## src/rtl/l1_bus_transform_pkg.sv

```systemverilog
// l1_bus_transform_pkg: shared definitions for the L1 line-transfer engine.
//   - Cache FSM state encodings (Idle/WriteBus/ReadBus/WriteCache).
//   - Line/bus geometry: LINE_WIDTH, BUS_WIDTH, BEATS and derived index widths.
//   - line_word(): selects one bus word out of a cache line by beat index.
// Optional feature macro: L1_CRIT_WORD_FIRST_EN (refill starts at the critical word).
package l1_bus_transform_pkg;

  localparam int unsigned ADDR_WIDTH = 32;
  localparam int unsigned LINE_WIDTH = 128;
  localparam int unsigned BUS_WIDTH  = 32;
  localparam int unsigned BEATS      = LINE_WIDTH / BUS_WIDTH;
  localparam int unsigned BEAT_W     = $clog2(BEATS);
  // Byte-offset bits of a whole line and of one bus word.
  localparam int unsigned OFFSET_W   = $clog2(LINE_WIDTH / 8);
  localparam int unsigned WORD_OFF_W = $clog2(BUS_WIDTH / 8);

  // Cache FSM state as driven by the cache controller.
  typedef enum logic [1:0] {
    CS_IDLE        = 2'b00,
    CS_WRITE_BUS   = 2'b01,
    CS_READ_BUS    = 2'b10,
    CS_WRITE_CACHE = 2'b11
  } cache_state_e;

  // Bus word at beat position idx of a line.
  function automatic logic [BUS_WIDTH-1:0] line_word(
    input logic [LINE_WIDTH-1:0] line,
    input logic [BEAT_W-1:0]     idx
  );
    line_word = '0;
    for (int unsigned i = 0; i < BEATS; i++) begin
      if (idx == BEAT_W'(i)) begin
        line_word = line[i*BUS_WIDTH +: BUS_WIDTH];
      end
    end
  endfunction

endpackage

```

## src/rtl/l1_line_buffer.sv

```systemverilog
// l1_line_buffer: LINE_WIDTH register holding one cache line.
// Ports:
//   clk, rst      clock, synchronous active-high reset
//   clr           clear the whole line to zero (highest priority after reset)
//   load          load the full line from load_data
//   load_data     full-line load value
//   wr_en         write one bus word at beat position wr_idx
//   wr_idx        beat index of the word write
//   wr_data       word to write
//   line          current line contents
module l1_line_buffer
  import l1_bus_transform_pkg::*;
(
  input  logic                  clk,
  input  logic                  rst,
  input  logic                  clr,
  input  logic                  load,
  input  logic [LINE_WIDTH-1:0] load_data,
  input  logic                  wr_en,
  input  logic [BEAT_W-1:0]     wr_idx,
  input  logic [BUS_WIDTH-1:0]  wr_data,
  output logic [LINE_WIDTH-1:0] line
);

  // Line storage with clear, full load and beat-indexed word write.
  always_ff @(posedge clk) begin
    if (rst) begin
      line <= '0;
    end else if (clr) begin
      line <= '0;
    end else if (load) begin
      line <= load_data;
    end else if (wr_en) begin
      for (int unsigned i = 0; i < BEATS; i++) begin
        if (wr_idx == BEAT_W'(i)) begin
          line[i*BUS_WIDTH +: BUS_WIDTH] <= wr_data;
        end
      end
    end
  end

endmodule

```

## src/rtl/l1_bus_transform.sv

```systemverilog
// l1_bus_transform: line-transfer engine between the L1 cache RAM and the
// 32-bit system bus. Write-back splits a line into BEATS write beats; refill
// assembles BEATS read beats into a line. Completion is a one-cycle done pulse.
// Ports:
//   clk, rst                  clock, synchronous active-high reset
//   FSM_current_state         cache FSM state (Idle/WriteBus/ReadBus/WriteCache)
//   Cache_Addr                core address of the access causing the transfer
//   RAM_DataWrt               victim line, valid while the cache is in WriteBus
//   Transform_BusWrtDone      one-cycle pulse, write-back complete
//   Transform_BusRdDone       one-cycle pulse, refill complete
//   Transform_BusDataRdBuff   assembled refill line
//   Bus_Req/Bus_Wr/Bus_Addr/Bus_WrData   beat request towards the bus
//   Bus_Ack/Bus_RdData        beat acceptance / read data from the bus
// Optional feature macro: L1_CRIT_WORD_FIRST_EN -- refill begins at the beat
// holding Cache_Addr and wraps; write-back order is unaffected.
module l1_bus_transform
  import l1_bus_transform_pkg::*;
(
  input  logic                  clk,
  input  logic                  rst,
  input  logic [1:0]            FSM_current_state,
  input  logic [ADDR_WIDTH-1:0] Cache_Addr,
  input  logic [LINE_WIDTH-1:0] RAM_DataWrt,
  output logic                  Transform_BusWrtDone,
  output logic                  Transform_BusRdDone,
  output logic [LINE_WIDTH-1:0] Transform_BusDataRdBuff,
  output logic                  Bus_Req,
  output logic                  Bus_Wr,
  output logic [ADDR_WIDTH-1:0] Bus_Addr,
  output logic [BUS_WIDTH-1:0]  Bus_WrData,
  input  logic                  Bus_Ack,
  input  logic [BUS_WIDTH-1:0]  Bus_RdData
);

  typedef enum logic [1:0] {
    XS_IDLE = 2'b00,
    XS_WR   = 2'b01,
    XS_RD   = 2'b10,
    XS_DONE = 2'b11
  } xfer_state_e;

  xfer_state_e           state, state_n;
  logic [BEAT_W-1:0]     beat, beat_n;
  logic [BEAT_W-1:0]     ack_cnt, ack_cnt_n;
  logic [ADDR_WIDTH-1:0] line_addr, line_addr_n;

  logic                  line_load;
  logic                  rd_clr;
  logic                  rd_we;
  logic                  req_n;
  logic                  wr_n;
  logic                  wrt_done_n;
  logic                  rd_done_n;

  logic [LINE_WIDTH-1:0] wr_line;
  logic [LINE_WIDTH-1:0] wr_src_c;
  logic [ADDR_WIDTH-1:0] aligned_addr_c;
  logic [BEAT_W-1:0]     start_beat_c;
  logic                  unused_addr_lsbs;

  assign aligned_addr_c   = {Cache_Addr[ADDR_WIDTH-1:OFFSET_W], OFFSET_W'(0)};
  assign unused_addr_lsbs = ^Cache_Addr[OFFSET_W-1:0];

  // First refill beat: the critical word when enabled, else beat 0.
`ifdef L1_CRIT_WORD_FIRST_EN
  assign start_beat_c = Cache_Addr[OFFSET_W-1:WORD_OFF_W];
`else
  assign start_beat_c = '0;
`endif

  // The first write beat must come straight from RAM_DataWrt, since the
  // latch is being loaded on the same edge.
  assign wr_src_c = line_load ? RAM_DataWrt : wr_line;

  // Victim line latched at write-back start.
  l1_line_buffer u_wr_buf (
    .clk       (clk),
    .rst       (rst),
    .clr       (1'b0),
    .load      (line_load),
    .load_data (RAM_DataWrt),
    .wr_en     (1'b0),
    .wr_idx    ('0),
    .wr_data   ('0),
    .line      (wr_line)
  );

  // Refill line, assembled word by word at each read ack.
  l1_line_buffer u_rd_buf (
    .clk       (clk),
    .rst       (rst),
    .clr       (rd_clr),
    .load      (1'b0),
    .load_data ('0),
    .wr_en     (rd_we),
    .wr_idx    (beat),
    .wr_data   (Bus_RdData),
    .line      (Transform_BusDataRdBuff)
  );

  // Next-state and next-output logic.
  always_comb begin
    state_n     = state;
    beat_n      = beat;
    ack_cnt_n   = ack_cnt;
    line_addr_n = line_addr;
    line_load   = 1'b0;
    rd_clr      = 1'b0;
    rd_we       = 1'b0;
    req_n       = 1'b0;
    wr_n        = 1'b0;
    wrt_done_n  = 1'b0;
    rd_done_n   = 1'b0;

    unique case (state)
      XS_IDLE: begin
        if (FSM_current_state == CS_WRITE_BUS) begin
          state_n     = XS_WR;
          line_addr_n = aligned_addr_c;
          beat_n      = '0;
          ack_cnt_n   = '0;
          line_load   = 1'b1;
          req_n       = 1'b1;
          wr_n        = 1'b1;
        end else if (FSM_current_state == CS_READ_BUS) begin
          state_n     = XS_RD;
          line_addr_n = aligned_addr_c;
          beat_n      = start_beat_c;
          ack_cnt_n   = '0;
          rd_clr      = 1'b1;
          req_n       = 1'b1;
        end
      end

      XS_WR: begin
        req_n = 1'b1;
        wr_n  = 1'b1;
        if (Bus_Ack) begin
          beat_n    = beat + 1'b1;
          ack_cnt_n = ack_cnt + 1'b1;
          if (ack_cnt == BEAT_W'(BEATS - 1)) begin
            state_n    = XS_DONE;
            req_n      = 1'b0;
            wr_n       = 1'b0;
            wrt_done_n = 1'b1;
          end
        end
      end

      XS_RD: begin
        req_n = 1'b1;
        if (Bus_Ack) begin
          rd_we     = 1'b1;
          beat_n    = beat + 1'b1;
          ack_cnt_n = ack_cnt + 1'b1;
          if (ack_cnt == BEAT_W'(BEATS - 1)) begin
            state_n   = XS_DONE;
            req_n     = 1'b0;
            rd_done_n = 1'b1;
          end
        end
      end

      XS_DONE: begin
        state_n = XS_IDLE;
      end

      default: begin
        state_n = XS_IDLE;
      end
    endcase
  end

  // State and registered bus/done outputs.
  always_ff @(posedge clk) begin
    if (rst) begin
      state                <= XS_IDLE;
      beat                 <= '0;
      ack_cnt              <= '0;
      line_addr            <= '0;
      Bus_Req              <= 1'b0;
      Bus_Wr               <= 1'b0;
      Bus_Addr             <= '0;
      Bus_WrData           <= '0;
      Transform_BusWrtDone <= 1'b0;
      Transform_BusRdDone  <= 1'b0;
    end else begin
      state                <= state_n;
      beat                 <= beat_n;
      ack_cnt              <= ack_cnt_n;
      line_addr            <= line_addr_n;
      Bus_Req              <= req_n;
      Bus_Wr               <= wr_n;
      Bus_Addr             <= line_addr_n | ADDR_WIDTH'({beat_n, WORD_OFF_W'(0)});
      Bus_WrData           <= line_word(wr_src_c, beat_n);
      Transform_BusWrtDone <= wrt_done_n;
      Transform_BusRdDone  <= rd_done_n;
    end
  end

endmodule

```

## config.mk

```make
export PLATFORM = sky130hd
export DESIGN_NAME = l1_bus_transform
export DESIGN_NICKNAME = d
export VERILOG_FILES = /design/src/rtl/l1_bus_transform_pkg.sv /design/src/rtl/l1_line_buffer.sv /design/src/rtl/l1_bus_transform.sv
export SDC_FILE = /design/constraint.sdc
export NUM_CORES = 1
export LEC_CHECK = 0
export ABC_AREA = 1
export BUFFER_PORTS_ARGS = -buffer_cell sky130_fd_sc_hd__clkbuf_2
export CELL_PAD_IN_SITES_DETAIL_PLACEMENT = 2
export CELL_PAD_IN_SITES_GLOBAL_PLACEMENT = 2
export CORE_ASPECT_RATIO = 0.9
export CORE_MARGIN = 2
export CORE_UTILIZATION = 28
export DETAILED_ROUTE_END_ITERATION = 7
export PLACE_DENSITY_LB_ADDON = 0.3
export SKIP_CTS_REPAIR_TIMING = 1
export SYNTH_ARGS = -nofsm -noshare
export SYNTH_HDL_FRONTEND = slang
export SYNTH_SLANG_ARGS = --single-unit
```

## constraint.sdc

```tcl
create_clock -name clk -period 2.4 [get_ports clk]
set_input_delay 0.12 -clock clk [delete_from_list [all_inputs] [get_ports clk]]
set_output_delay 0.12 -clock clk [all_outputs]
set_load 0.01 [all_outputs]
```

==> key figures <==
STA
  • Min Hold Slack: -62.0 ps
  • Fin crit period: 2250 ps
  • Clock Skew: 27.0 ps
  • Relative slew slack: 0.295
  • Final Setup Violations: 0
  • Final max-slew violation count: 0
  • Fraction of the cycle the final worst path needs: 0.938
  • Fmax: 444 MHz
  • Count of final hold-check violations: 6
  • Worst slew pin tran: 1060 ps

Global route
  • First-pass GRT wire length: 81.2 mm
  • Number of global-route vias before repair: 14074
  • Total gr overflow: 0
  • Initial antenna violation count: 9
  • Largest net degree at the start of global routing: 119
  • Total track usage: 0.207

Min path
  • Hold path start: RAM_DataWrt[50]
  • Hold Path Sink: u_wr_buf.line[50]$_SDFF_PP0_
  • Hold Crit Class: primary input to flop
  • Hold Path Stages: 4

Yosys
  • Mapped Cells: 1791
  • Async S/R FF share, synth: 0
  • Register area share after synthesis: 0.491
  • EDFF count, synth: 0
  • Cell variety after synth: 29
  • Synthesized cell area: 13400 sq um
  • Total number of yosys warnings: 0
  • Ys flop type: dfxtp_1
  • Flop and latch count out of synthesis: 330
  • Avg Cell Area, Syn: 7.51 sq um

Flow run
  • # Max-Cap Violations: 0

Clocking
  • Clk sinks: 330
  • Clk_lat worst skew: 570 ps
  • CTS tree: built
  • Total CTS buffers: 40
  • Clock Path Buffers: 3
  • Htree depth: 2
  • Root buffer cell: clkbuf_16
  • Worst-path clk slew: 60 ps

Outcome
  • Status: complete, but fails checks
  • Failing checks: negative hold slack

Worst setup path
  • CP Launch Type: flop
  • Flop2flop setup slack: 150 ps
  • Crit path depth: 11
  • Critical path's slowest cell: ha_2
  • Critical path class: flop to flop
  • WP buf/inv: 3
  • Cell chain of the critical path: inv_1, ha_2, inv_1, o21ai_1, nand2_2, nand2_2, buf_6, nor2_1, nor2_1, nand2_1, nand2_1
  • Worst-case reg-to-reg path depth: 11
  • Worst EP arrival: 2740 ps
  • Cell family with most CP delay: simple AND/OR/NAND/NOR gates
  • Req. time, crit path: 2890 ps
  • CP max stage delay: 400 ps
  • Reg-to-Reg End: Bus_WrData[13]$_SDFF_PP0_
  • CP Max Fanout: 20
  • Worst r2r src: state[1]$_SDFFE_PP0P_
  • Setup crit end kind: flop

Detailed routing
  • Detail Route Antenna Nets: 0
  • DRC: 0
  • Initial DRC count: 604
  • Routed length per instance: 20.1 microns
  • DRT Pass-1 Iters: 5
  • Vias/cell: 4.80
  • Via count: 14036
  • Final WL: 59.0 mm

Cells and area
  • Fill count: 5517
  • Final core occ: 0.392
  • Nets: 2483
  • Layout cell share with drive strength beyond 1: 0.227
  • Area grow syn2layout: 39.0%

Placed design
  • Final Wtd Congestion: 0.775
  • Post-DP HPWL: 36.2 mm
  • Buffers on Ports: 386

Pwr
  • VDD IR max: 564 uV
  • Leak Pwr: 8.40 nW
  • Final Power: 0.0173 W
  • Pwr Density: 926 nW/um^2

Floorplanning
  • Die width: 235 microns
  • Die ar.: 49800 sq um
  • Core Area: 47600 sq um
  • Ports: 393
  • DIE HEIGHT: 212 microns
  • # rows: 76
  • Initial Util: 0.282
metal layers:
metal,wire length [microns],vias up,track usage
met2,29800,311,0.348
met5,34,-,0
met3,2430,93,0.0481
li1,-,6679,-
met1,25200,6947,0.263
met4,1480,6,0.0685
kinds of logic (layout without fill, tap and decap cells):
family                   after synthesis  in the layout  synth area share
AO/OA/AOI/OAI                        354            354             0.144
adder cells (fa/ha/maj)               12             12            0.0112
buffers and inverters                243            749            0.0849
flip-flops                           330            330             0.491
other                                  1              7          0.000279
AND/OR/NAND/NOR                      851            851             0.269
per-stage QoR:
stage	instances	hold WS, ps	setup WS, ps	setup TNS (ps)	area [sq um]
2_1_floorplan	1792	265	624	0	13400
3_3_place_gp	2681	351	242	0	15700
3_5_place_dp	2681	363	180	0	15700
4_1_cts	2747	-226	141	0	16900
5_1_grt	2925	-15.5	-103	-199	18700
6_report	2927	-62.0	150	0	18700
registers in the layout, indices dropped and copies added, names as in the netlist:
name and count:
Transform_BusRdDone 1, u_rd_buf.line 128, Transform_BusWrtDone 1, Bus_Addr 30
Bus_Req 1, u_wr_buf.line 128, state 2, Bus_Wr 1
Bus_WrData 32, beat 2, ack_cnt 2, line_addr 2
report_power, final:
group / switching (W) / leakage [nW] / internal (W)
clock network: 0.00246 / 0.571 / 0.00331
registers: 0.000315 / 2.69 / 0.00626
logic: 0.00317 / 5.15 / 0.00177
total: 0.00595 / 8.40 / 0.0113
Yosys cell counts, types with 2 or more instances:
library cell	instances	area, sq um
nand2_2	16	100
or2_0	9	56.3
o21ai_0	86	430
nor2_4	2	22.5
a21oi_1	193	966
nor2_2	2	12.5
a211oi_1	2	15.0
dfxtp_1	330	6610
or2_1	44	275
buf_6	4	45.0
buf_1	7	26.3
or2_2	14	87.6
buf_2	46	230
inv_1	76	285
buf_4	37	278
nor2_1	222	833
clkbuf_1	64	240
ha_1	12	150
nand2_1	400	1500
clkbuf_2	2	10.0
nand3_1	139	696
o21ai_1	13	65.1
o21a_1	59	443
inv_2	7	26.3
area by class of cell:
class	instances	area, sq um	share of cell area
antenna	5	12.5	0.000670
clock buffer	61	1120	0.0599
clock inverter	5	67.6	0.00362
inverter	83	314	0.0168
multi-input combinational	1219	5720	0.306
sequential	330	6610	0.354
tap	624	781	0.0418
timing repair buffer	600	4070	0.218
tightest hold or removal path: stages:
cell      delay, ps
clkbuf_2         80
o21a_1          130
inv_1            40
nor2_1           80
placed cells by master, fill, tap and decap left out, types with 32 or more instances in the layout:
cell type / count
nand2_1: 399
clkbuf_2: 385
dfxtp_1: 330
nor2_1: 221
a21oi_1: 193
dlygate4sd3_1: 175
nand3_1: 139
o21ai_0: 86
inv_1: 74
o21a_1: 59
or2_1: 44
clkbuf_16: 40
buf_4: 32
worst max path at each step:
stage	startpoint	end	slack (ps)
finish	state[1]$_SDFFE_PP0P_	Bus_WrData[13]$_SDFF_PP0_	150
global route	state[1]$_SDFFE_PP0P_	Bus_WrData[13]$_SDFF_PP0_	-100
CTS	state[0]$_SDFFE_PP0P_	Bus_WrData[20]$_SDFF_PP0_	140
detailed placement	state[0]$_SDFFE_PP0P_	Bus_WrData[14]$_SDFF_PP0_	180
global placement	state[1]$_SDFFE_PP0P_	Bus_WrData[21]$_SDFF_PP0_	240
floorplan	state[1]$_SDFFE_PP0P_	Bus_WrData[21]$_SDFF_PP0_	620
Power figures use the tool's default switching activity.
